File: src/rtl/ps2_key_receiver.sv
`timescale 1ns/1ps
`default_nettype none
// ============================================================================
// Module   : ps2_key_receiver
// Purpose  : PS/2 keyboard frame receiver. Synchronises the raw PS/2 lines,
//            deserialises 11-bit frames (start, 8 data LSB first, odd parity,
//            stop), validates them and presents each accepted scan byte with
//            a one-cycle sample strike. Optional filtering of release codes
//            (0xF0 and the byte following it).
// Revision : 1.0 - initial release
// ============================================================================
module ps2_key_receiver #(
    parameter int TIMEOUT_CYCLES = 50000,
    parameter int FILTER_BREAK   = 1
) (
    input  logic       clock,
    input  logic       reset,
    input  logic       ps2_clk,
    input  logic       ps2_data,
    output logic [7:0] key_reg,
    output logic       sample,
    output logic       frame_err,
    output logic       busy
);

    localparam int                 c_CNT_W      = $clog2(TIMEOUT_CYCLES + 1);
    localparam logic [c_CNT_W-1:0] c_TO_MAX     = c_CNT_W'(TIMEOUT_CYCLES);
    localparam logic [7:0]         c_BREAK_CODE = 8'hF0;

    typedef enum logic [1:0] {
        S_IDLE   = 2'd0,
        S_DATA   = 2'd1,
        S_PARITY = 2'd2,
        S_STOP   = 2'd3
    } state_t;

    // Synchroniser and edge-history flops
    logic               r_clkMeta;
    logic               r_clkSync;
    logic               r_clkPrev;
    logic               r_dataMeta;
    logic               r_dataSync;

    // Frame assembly
    state_t             r_state;
    logic [2:0]         r_bitCnt;
    logic [7:0]         r_shreg;
    logic               r_parity;
    logic               r_stopBit;
    logic               r_commit;
    logic               r_busy;
    logic [c_CNT_W-1:0] r_toCnt;

    // Commit stage outputs
    logic [7:0]         r_keyReg;
    logic               r_sample;
    logic               r_frameErr;
    logic               r_breakPending;

    logic               w_fall;
    logic               w_timeout;
    logic               w_frameOk;

    assign w_fall    = r_clkPrev & ~r_clkSync;
    assign w_timeout = (r_state != S_IDLE) && !w_fall && (r_toCnt == c_TO_MAX);
    // Odd parity: data plus parity bit must hold an odd number of ones.
    assign w_frameOk = r_stopBit & (^{r_shreg, r_parity});

    assign key_reg   = r_keyReg;
    assign sample    = r_sample;
    assign frame_err = r_frameErr;
    assign busy      = r_busy;

    // Bring the asynchronous PS/2 lines into the clock domain and keep clock history.
    always_ff @(posedge clock) begin
        if (reset) begin
            r_clkMeta  <= 1'b1;
            r_clkSync  <= 1'b1;
            r_clkPrev  <= 1'b1;
            r_dataMeta <= 1'b1;
            r_dataSync <= 1'b1;
        end else begin
            r_clkMeta  <= ps2_clk;
            r_clkSync  <= r_clkMeta;
            r_clkPrev  <= r_clkSync;
            r_dataMeta <= ps2_data;
            r_dataSync <= r_dataMeta;
        end
    end

    // Frame state machine: advances on each PS/2 falling edge, aborts on inter-edge timeout.
    always_ff @(posedge clock) begin
        if (reset) begin
            r_state   <= S_IDLE;
            r_bitCnt  <= 3'd0;
            r_shreg   <= 8'h00;
            r_parity  <= 1'b0;
            r_stopBit <= 1'b0;
            r_commit  <= 1'b0;
            r_busy    <= 1'b0;
            r_toCnt   <= '0;
        end else begin
            r_commit <= 1'b0;

            // Timeout counter measures the gap since the last falling edge mid-frame.
            if (w_fall || (r_state == S_IDLE)) begin
                r_toCnt <= '0;
            end else if (r_toCnt != c_TO_MAX) begin
                r_toCnt <= r_toCnt + 1'b1;
            end

            if (w_timeout) begin
                // Stalled frame: drop it silently.
                r_state  <= S_IDLE;
                r_bitCnt <= 3'd0;
                r_busy   <= 1'b0;
            end else if (w_fall) begin
                case (r_state)
                    S_IDLE: begin
                        // A high data line here is a stray edge, not a start bit.
                        if (!r_dataSync) begin
                            r_state  <= S_DATA;
                            r_bitCnt <= 3'd0;
                            r_busy   <= 1'b1;
                        end
                    end
                    S_DATA: begin
                        r_shreg <= {r_dataSync, r_shreg[7:1]};
                        if (r_bitCnt == 3'd7) begin
                            r_state <= S_PARITY;
                        end else begin
                            r_bitCnt <= r_bitCnt + 3'd1;
                        end
                    end
                    S_PARITY: begin
                        r_parity <= r_dataSync;
                        r_state  <= S_STOP;
                    end
                    S_STOP: begin
                        r_stopBit <= r_dataSync;
                        r_commit  <= 1'b1;
                        r_state   <= S_IDLE;
                        r_busy    <= 1'b0;
                    end
                    default: begin
                        r_state <= S_IDLE;
                        r_busy  <= 1'b0;
                    end
                endcase
            end
        end
    end

    // Commit a completed frame: flag errors, filter release codes, or publish the byte.
    always_ff @(posedge clock) begin
        if (reset) begin
            r_keyReg       <= 8'h00;
            r_sample       <= 1'b0;
            r_frameErr     <= 1'b0;
            r_breakPending <= 1'b0;
        end else begin
            r_sample   <= 1'b0;
            r_frameErr <= 1'b0;
            if (r_commit) begin
                if (!w_frameOk) begin
                    r_frameErr <= 1'b1;
                end else if ((FILTER_BREAK != 0) && (r_shreg == c_BREAK_CODE)) begin
                    r_breakPending <= 1'b1;
                end else if ((FILTER_BREAK != 0) && r_breakPending) begin
                    // Byte following 0xF0 is the released key; swallow it.
                    r_breakPending <= 1'b0;
                end else begin
                    r_keyReg <= r_shreg;
                    r_sample <= 1'b1;
                end
            end
        end
    end

endmodule
`default_nettype wire
File: config.mk
export PLATFORM = sky130hd
export DESIGN_NAME = ps2_key_receiver
export DESIGN_NICKNAME = d
export VERILOG_FILES = /design/src/rtl/ps2_key_receiver.sv
export SDC_FILE = /design/constraint.sdc
export NUM_CORES = 1
export LEC_CHECK = 0
export ABC_CLOCK_PERIOD_IN_PS = 3250
export BUFFER_PORTS_ARGS = -buffer_cell sky130_fd_sc_hd__buf_2
export CORE_MARGIN = 2
export CORE_UTILIZATION = 52
export DETAILED_ROUTE_END_ITERATION = 8
export GPL_TIMING_DRIVEN = 0
export PLACE_DENSITY = 0.75
export SYNTH_ARGS = -nofsm -noshare
export SYNTH_HDL_FRONTEND = slang
export SYNTH_SLANG_ARGS = --single-unit
File: constraint.sdc
create_clock -name clock -period 3.25 [get_ports clock]
set_input_delay 0.325 -clock clock [delete_from_list [all_inputs] [get_ports clock]]
set_output_delay 0.325 -clock clock [all_outputs]
set_load 0.05 [all_outputs]
=== Word level (Yosys, flattened, before mapping) ===
Index checks and enable logic that the tools add are counted.

* Muxes and demuxes: 12
* Reduce and logical (&&, ||, !) cells: 22
* Bitwise operators: 9
* Eq/ne operators: 10
* $add $sub $neg: 2

{| class="wikitable"
|+ Operators with widths
! operator !! count
|-
| adder 16 x 1 -> 16 bit (second input constant) || 1
|-
| == test 16 bit (second input constant) || 1
|-
| != test 16 bit (second input constant) || 1
|-
| AND reduction 3 bit || 5
|-
| XOR reduction 9 bit || 1
|-
| == test 8 bit (second input constant) || 1
|-
| case mux 2 bit (4 select lines) || 1
|-
| AND reduction 4 bit || 2
|-
| NOT 1 bit || 7
|-
| two-way mux 3 bit || 2
|-
| != test 2 bit (second input constant) || 3
|-
| case mux 3 bit (2 select lines) || 1
|-
| nonzero test 2 bit || 3
|-
| OR reduction 2 bit || 3
|-
| two-way mux 1 bit || 5
|-
| == test 2 bit (second input constant) || 2
|-
| two-way mux 2 bit || 2
|-
| OR reduction 4 bit || 1
|-
| adder 3 x 1 -> 3 bit (second input constant) || 1
|-
| == test 3 bit (second input constant) || 1
|-
| OR reduction 3 bit || 1
|-
| bitwise AND 1 bit || 2
|-
| == test 2 x 1 -> 1 bit (second input constant) || 1
|-
| logical AND 1 bit || 2
|-
| other kinds (5) || 5
|}

* Bits of input ports: 4
* Register bits: 49
* Logic and storage cells: 72

=== Logic depth before layout (Yosys ltp) ===
Gate-level depths: netlist of run 1.

* Word-level depth: 7
* Gate-level depth with buffers: 6
* Gate-level depth less buffers: 6

=== Least setup slack after synthesis of run 1 ===
Ideal clock, no wire load.

* Path type: reg-to-reg
* From: register r_shreg[7]
* To: register r_keyReg[0] (netlist: key_reg[0])
* Path buffers: 1
* Arrival: 1.717 ns
* Stages on the path, launching flop included: 6
* Path slack: 1.462 ns
* Library setup time: 0.072 ns
* Required time: 3.178 ns
* Path through: dfxtp_1 -> xor3_4 -> a2111oi_0 -> mux2_2 -> buf_6 -> mux2i_1

* Cells in the longest elaborated chain, start to end: 3

{| class="wikitable"
|+ RTL lines
! what !! line !! text
|-
| start: declaration || 47 || <nowiki>logic [7:0] r_shreg;</nowiki>
|-
| start signal: assignment || 128 || <nowiki>r_shreg <= {r_dataSync, r_shreg[7:1]};</nowiki>
|-
| XOR reduction 9 bit / == test 8 bit (equally long branches) || 67, 167 ||
|-
| bitwise AND 1 bit / NOT 1 bit (equally long branches) || - ||
|-
| AND reduction 4 bit (no source line) (*) || - ||
|-
| end signal: assignment || 173 || <nowiki>r_keyReg <= r_shreg;</nowiki>
|-
| end: declaration || 55 || <nowiki>logic [7:0] r_keyReg;</nowiki>
|}

Mark *: on every way between the ends. The rest lies on a longest branch, timed or not.
A chain may end at the register's enable or synchronous reset.

=== Final worst setup path of run 1 ===
* From: register r_shreg[7]
* To: register r_keyReg[6] (netlist: key_reg[6])

Same word-level chain as after synthesis.

==> results of run 1 <==
final cells by class:
cell class	instances	area (um2)	area share
flip-flops and latches	49	981	0.402
repair buffers	13	65.1	0.0267
well taps	50	62.6	0.0257
multi-input cells	173	1170	0.478
plain buffers	9	42.5	0.0174
clock inverters	2	15.0	0.00616
inverters	9	33.8	0.0139
clock buffers	6	72.6	0.0298
worst max-delay path: stages, from the launching register on:
cell and delay, ps:
dfxtp_1 460, xor3_4 560, a2111oi_0 340, mux2_2 230
buf_6 150, mux2i_1 200
layer usage:
metal / vias up / wire [um]
li1: 854 / -
met1: 757 / 1870
met2: 22 / 1700
met3: 2 / 140
met4: 0 / 26
met5: - / 0
Yosys cell counts (all sizes together), types with 2 or more instances:
| cell type | count |
|---|---|
| nand2 | 32 |
| or3 | 6 |
| dfxtp | 49 |
| or2 | 5 |
| nor3 | 2 |
| and2 | 3 |
| nor4b | 3 |
| a2111oi | 2 |
| nor4 | 3 |
| xnor2 | 11 |
| and4b | 2 |
| nor2 | 27 |
| nand4 | 3 |
| inv | 9 |
| nand3 | 10 |
| clkbuf | 7 |
| a21oi | 10 |
| mux2i | 22 |
| xnor3 | 2 |
| nand2b | 2 |
| o21ai | 4 |
| ha | 8 |
| xor2 | 3 |
| nor2b | 3 |
| buf | 2 |
worst max path at each step:
stage / endpoint / cells past startpoint / from / slack [ps]
2_1_floorplan: key_reg[0]$_SDFFE_PP0P_ / 5 / r_shreg[7]$_SDFFE_PP0P_ / 1460
3_3_place_gp: r_bitCnt[1]$_SDFFE_PP0P_ / 4 / r_toCnt[5]$_SDFFE_PP0P_ / 1260
3_5_place_dp: busy$_SDFFE_PP0P_ / 4 / r_toCnt[5]$_SDFFE_PP0P_ / 1180
4_1_cts: busy$_SDFFE_PP0P_ / 4 / r_toCnt[5]$_SDFFE_PP0P_ / 1180
5_1_grt: r_state[1]$_SDFFE_PP0P_ / 4 / r_toCnt[5]$_SDFFE_PP0P_ / 990
6_report: key_reg[6]$_SDFFE_PP0P_ / 5 / r_shreg[7]$_SDFFE_PP0P_ / 1240
stage by stage:
stage / std cells / setup slack (ps)
global route: 311 / 985
floorplan: 240 / 1460
detailed placement: 303 / 1180
CTS: 311 / 1180
finish: 311 / 1240
global placement: 303 / 1260
power by group:
part | total, mW | leakage [nW] | switching (mW) | internal, mW
Combinational | 0.0293 | 0.534 | 0.0203 | 0.00903
Clock | 0.351 | 0.0374 | 0.199 | 0.152
Sequential | 0.607 | 0.396 | 0.00295 | 0.604
kinds of logic after synthesis:
| group | after synthesis |
|---|---|
| fa+ha+maj | 8 |
| mux | 23 |
| xor+xnor | 17 |
| compound gates | 21 |
| buf+inv | 18 |
| simple gates | 104 |
| flops | 49 |
==> flow_summary.json, run 1 <==
{
  "status": "finished clean",
  "synthArstFlopShare": 0,
  "fin_setup_tns_ps": 0,
  "num_antenna_cells": 0,
  "synth_fa_ha_area_frac": 0.0450,
  "fillers": 346,
  "viasPerCell": 5.26,
  "via_count": 1635,
  "skew_ps": 4.52,
  "grt_max_degree": 16,
  "drt_iter0_drc": 61,
  "postCtsSetupRepairBufs": 0,
  "period_share": 0.617,
  "globalplace.congestion": 0.900,
  "finalPower_uw": 987,
  "ant_nets": 0,
  "layout_commonest_cell": "dfxtp_1",
  "final_core_util": 0.601,
  "powerDensity_nw_per_um2": 405,
  "grt_usage": 0.166,
  "min_to": "r_clkMeta$_SDFF_PP1_",
  "cts_sinks": 49,
  "drc_errors": 0,
  "cp.required_ps": 3480,
  "worstSkewPairLatency_ps": 300,
  "die_h_um": 69.4,
  "holdBufCountCts": 0,
  "reg2regPathDepth": 5,
  "use_met3": 0.0436,
  "cp.arrival_ps": 2240,
  "yosysTopAreaCell": "dfxtp_1",
  "cts_resized": 0,
  "peakVddDrop_uv": 193,
  "syn-num-nets": 252,
  "avgSynthCellArea_um2": 9.26,
  "hold_viol_final": 0,
  "first_global_vias": 1485,
  "synth-compound-area-share": 0.0563,
  "r2r-end": "key_reg[6]$_SDFFE_PP0P_",
  "tightest_slew_ps": 747,
  "grt.busiest_layer": "met2",
  "synth_seq_cells": 49,
  "p_leak_nw": 0.967,
  "start_util": 0.548,
  "core_area_um2": 4060,
  "synth_edf_count": 0,
  "cp-start-kind": "flop",
  "ys_types": 39,
  "min_from": "ps2_clk",
  "htreeDepth": 2,
  "synth_top_family_by_area": "simple AND/OR/NAND/NOR gates",
  "period_minus_slack_ps": 2010,
  "drv_slew": 0,
  "drv_cap": 0,
  "overflow": 0,
  "final_nets": 272,
  "drt_first_pass_iters": 4,
  "hp-class": "primary input to flop",
  "cts_buffers": 5,
  "drive_above_1_share": 0.123,
  "grt_util_met1": 0.217,
  "end_kind": "flop",
  "synth_xor_area_frac": 0.0895,
  "ys_dominant_reg_cell": "dfxtp_1",
  "area_delta_synth_final_pct": 9.68,
  "grt_pass1_wl_mm": 6.55,
  "synthCells": 240,
  "ys_seq_area_frac": 0.441,
  "synth-warning-count": 0,
  "wl_mm": 3.73,
  "antenna_found_initial": 0,
  "final_cell_mix": "49 x dfxtp_1, 32 x nand2_1, 27 x nor2_1",
  "die_x_um": 69.4,
  "whs_path_depth": 2,
  "worstReg2RegStart": "r_shreg[7]$_SDFFE_PP0P_",
  "routedWlPerCell_um": 12.0,
  "ios": 15,
  "portBuffers": 13,
  "synth_top_area_frac": 0.441,
  "final_area_um2": 2440,
  "path_class": "flop to flop",
  "critPathMaxFanout": 9,
  "slew_headroom": 0.498,
  "synth_area_leaders": "dfxtp_1 44%, mux2i_1 9.9%, nand2_1 5.4%",
  "cts_tree": "yes",
  "r2r_slack_ps": 1240,
  "rsz0062_at_grt": "no",
  "synth.mux.area_fraction": 0.104,
  "max_freq_mhz": 499,
  "synthesis.area_um2": 2220,
  "use_met2": 0.266,
  "holdWs_ps": 204,
  "die_area_um2": 4810,
  "synth-simple-area-share": 0.230,
  "rows": 23,
  "place_area_um2": 2350,
  "cts-root-buf": "clkbuf_8",
  "clk_pin_slew_ps": 90,
  "clock_path_buffers": 2,
  "post-dp-hpwl_mm": 2.67,
  "largest_register_ffs": 16,
  "finalSetupViolCount": 0
}
Power figures use the tool's default switching activity.
==> inputs of run 2 (changes only) <==
--- a/config.mk
+++ b/config.mk
@@ -5,7 +5,7 @@
 export SDC_FILE = /design/constraint.sdc
 export NUM_CORES = 1
 export LEC_CHECK = 0
-export ABC_CLOCK_PERIOD_IN_PS = 3250
+export ABC_CLOCK_PERIOD_IN_PS = 1900
 export BUFFER_PORTS_ARGS = -buffer_cell sky130_fd_sc_hd__buf_2
 export CORE_MARGIN = 2
 export CORE_UTILIZATION = 52
==> constraint.sdc (replaced) <==
create_clock -name clock -period 1.9 [get_ports clock]
set_input_delay 0.19 -clock clock [delete_from_list [all_inputs] [get_ports clock]]
set_output_delay 0.19 -clock clock [all_outputs]
set_load 0.05 [all_outputs]
==> run 2 against run 1 <==
  * Register-to-register slack lost 1200 ps
  * Die area is the same
  * Highest routed layer unchanged
  * Critical endpoint is now sample$_SDFF_PP0_
  * Worst setup slack lost 1200 ps
==> flow_summary.json, run 2 (synthesis gave the netlist of run 1 again) <==
{
  "status": "finished clean",
  "fillers": 348,
  "post-dp-hpwl_mm": 2.67,
  "die_area_um2": 4810,
  "globalplace.congestion": 0.900,
  "p_leak_nw": 0.980,
  "end_kind": "flop",
  "drt_first_pass_iters": 4,
  "wl_mm": 3.90,
  "ant_nets": 0,
  "drv_cap": 0,
  "cts_sinks": 49,
  "powerDensity_nw_per_um2": 675,
  "core_area_um2": 4060,
  "route.layer.met1.wl_mm": 1.88,
  "cp_top_family": "XOR/XNOR gates",
  "skew_ps": 3.91,
  "drc_errors": 0,
  "rows": 23,
  "ios": 15,
  "area_delta_synth_final_pct": 12.6,
  "hp-class": "primary input to flop",
  "highest_layer": "met4",
  "cp-start-kind": "flop",
  "dr_wl_met3_um": 138,
  "max_freq_mhz": 552,
  "first_global_vias": 1499,
  "hold_viol_final": 0,
  "start_util": 0.548,
  "critical-path-max-stage-delay_ps": 490,
  "place_inst": 303,
  "final_nets": 272,
  "path_class": "flop to flop",
  "drive_above_1_share": 0.161,
  "finalSetupViolCount": 0,
  "grt_max_degree": 16,
  "cp.arrival_ps": 2010,
  "portBuffers": 13,
  "viasPerCell": 5.32,
  "layout_commonest_cell": "dfxtp_1",
  "slowest_stage": "xnor3_1",
  "final_cell_mix": "47 x dfxtp_1, 32 x nand2_1, 27 x nor2_1",
  "via_count": 1653,
  "drv_slew": 0,
  "largest_register_ffs": 16,
  "cp_cell_sequence": "xor2_1, xnor3_1, mux2_4, and2_2",
  "slew_headroom": 0.647,
  "finalPower_mw": 1.69,
  "grt_pass1_wl_mm": 6.58,
  "grt_usage": 0.167,
  "cp.required_ps": 2100,
  "die_h_um": 69.4,
  "die_x_um": 69.4,
  "antenna_found_initial": 0,
  "holdWs_ps": 68.8,
  "final_cells": 311,
  "route.met2.wl_mm": 1.85,
  "cts_tree": "yes",
  "period_minus_slack_ps": 1810,
  "critPathMaxFanout": 9,
  "period_share": 0.954,
  "worstSkewPairLatency_ps": 300,
  "overflow": 0,
  "peakVddDrop_uv": 333,
  "htreeDepth": 2,
  "routedWlPerCell_um": 12.5,
  "tightest_slew_ps": 528,
  "cts-root-buf": "clkbuf_8",
  "num_antenna_cells": 0,
  "rsz0062_at_grt": "yes",
  "clk_pin_slew_ps": 90,
  "drt_iter0_drc": 87,
  "cts_buffers": 5,
  "path_buf_inv": 0,
  "clock_path_buffers": 2
}
## run 2: final cells by class
cell class | count | area, um2 | area share
tap | 50 | 62.6 | 0.0250
buffer | 8 | 32.5 | 0.0130
timing repair buffer | 14 | 72.6 | 0.0290
sequential | 49 | 986 | 0.394
clock inverter | 2 | 15.0 | 0.00600
clock buffer | 6 | 72.6 | 0.0290
inverter | 9 | 33.8 | 0.0135
multi-input combinational | 173 | 1230 | 0.491
## run 2: per-stage QoR
| stage | utilization | worst slack (ps) | instance area, um2 | TNS (ps) |
|---|---|---|---|---|
| 2_1_floorplan | - | 112 | 2220 | 0 |
| 3_3_place_gp | 0.579 | -86.1 | 2350 | -923 |
| 3_5_place_dp | 0.579 | -174 | 2350 | -1310 |
| 4_1_cts | 0.605 | 26.2 | 2460 | 0 |
| 5_1_grt | 0.617 | -7.49 | 2500 | -9.61 |
| 6_report | 0.617 | 87.4 | 2500 | 0 |
## run 2: timing repair
item                       CTS  global route
hold buffers                 0             0
setup endpoints to repair   15            27
resized for setup            6            12
buffers inserted             0             1
pin swaps                    0             1
cloned                       0             0
## run 2: metal layers
layer,vias up,track usage
met5,-,0
met4,0,0.0588
met3,2,0.0436
met2,22,0.268
met1,776,0.217
li1,853,-
## run 2: power by group
part / switching, mW / internal, mW / total (mW) / leakage (nW)
Sequential: 0.00502 / 1.03 / 1.04 / 0.397
Clock: 0.341 / 0.260 / 0.601 / 0.0374
Combinational: 0.0360 / 0.0165 / 0.0524 / 0.546
## run 2: path summary, 6_finish.rpt
check                          startpoint              endpoint  slack (ps)  cells after the start
setup reg to reg  r_shreg[6]$_SDFFE_PP0P_     sample$_SDFF_PP0_          90                      4
hold / removal                    ps2_clk  r_clkMeta$_SDFF_PP1_          70                      2
setup / recovery  r_shreg[6]$_SDFFE_PP0P_     sample$_SDFF_PP0_          90                      4
hold reg to reg      r_clkMeta$_SDFF_PP1_  r_clkSync$_SDFF_PP1_         410                      1
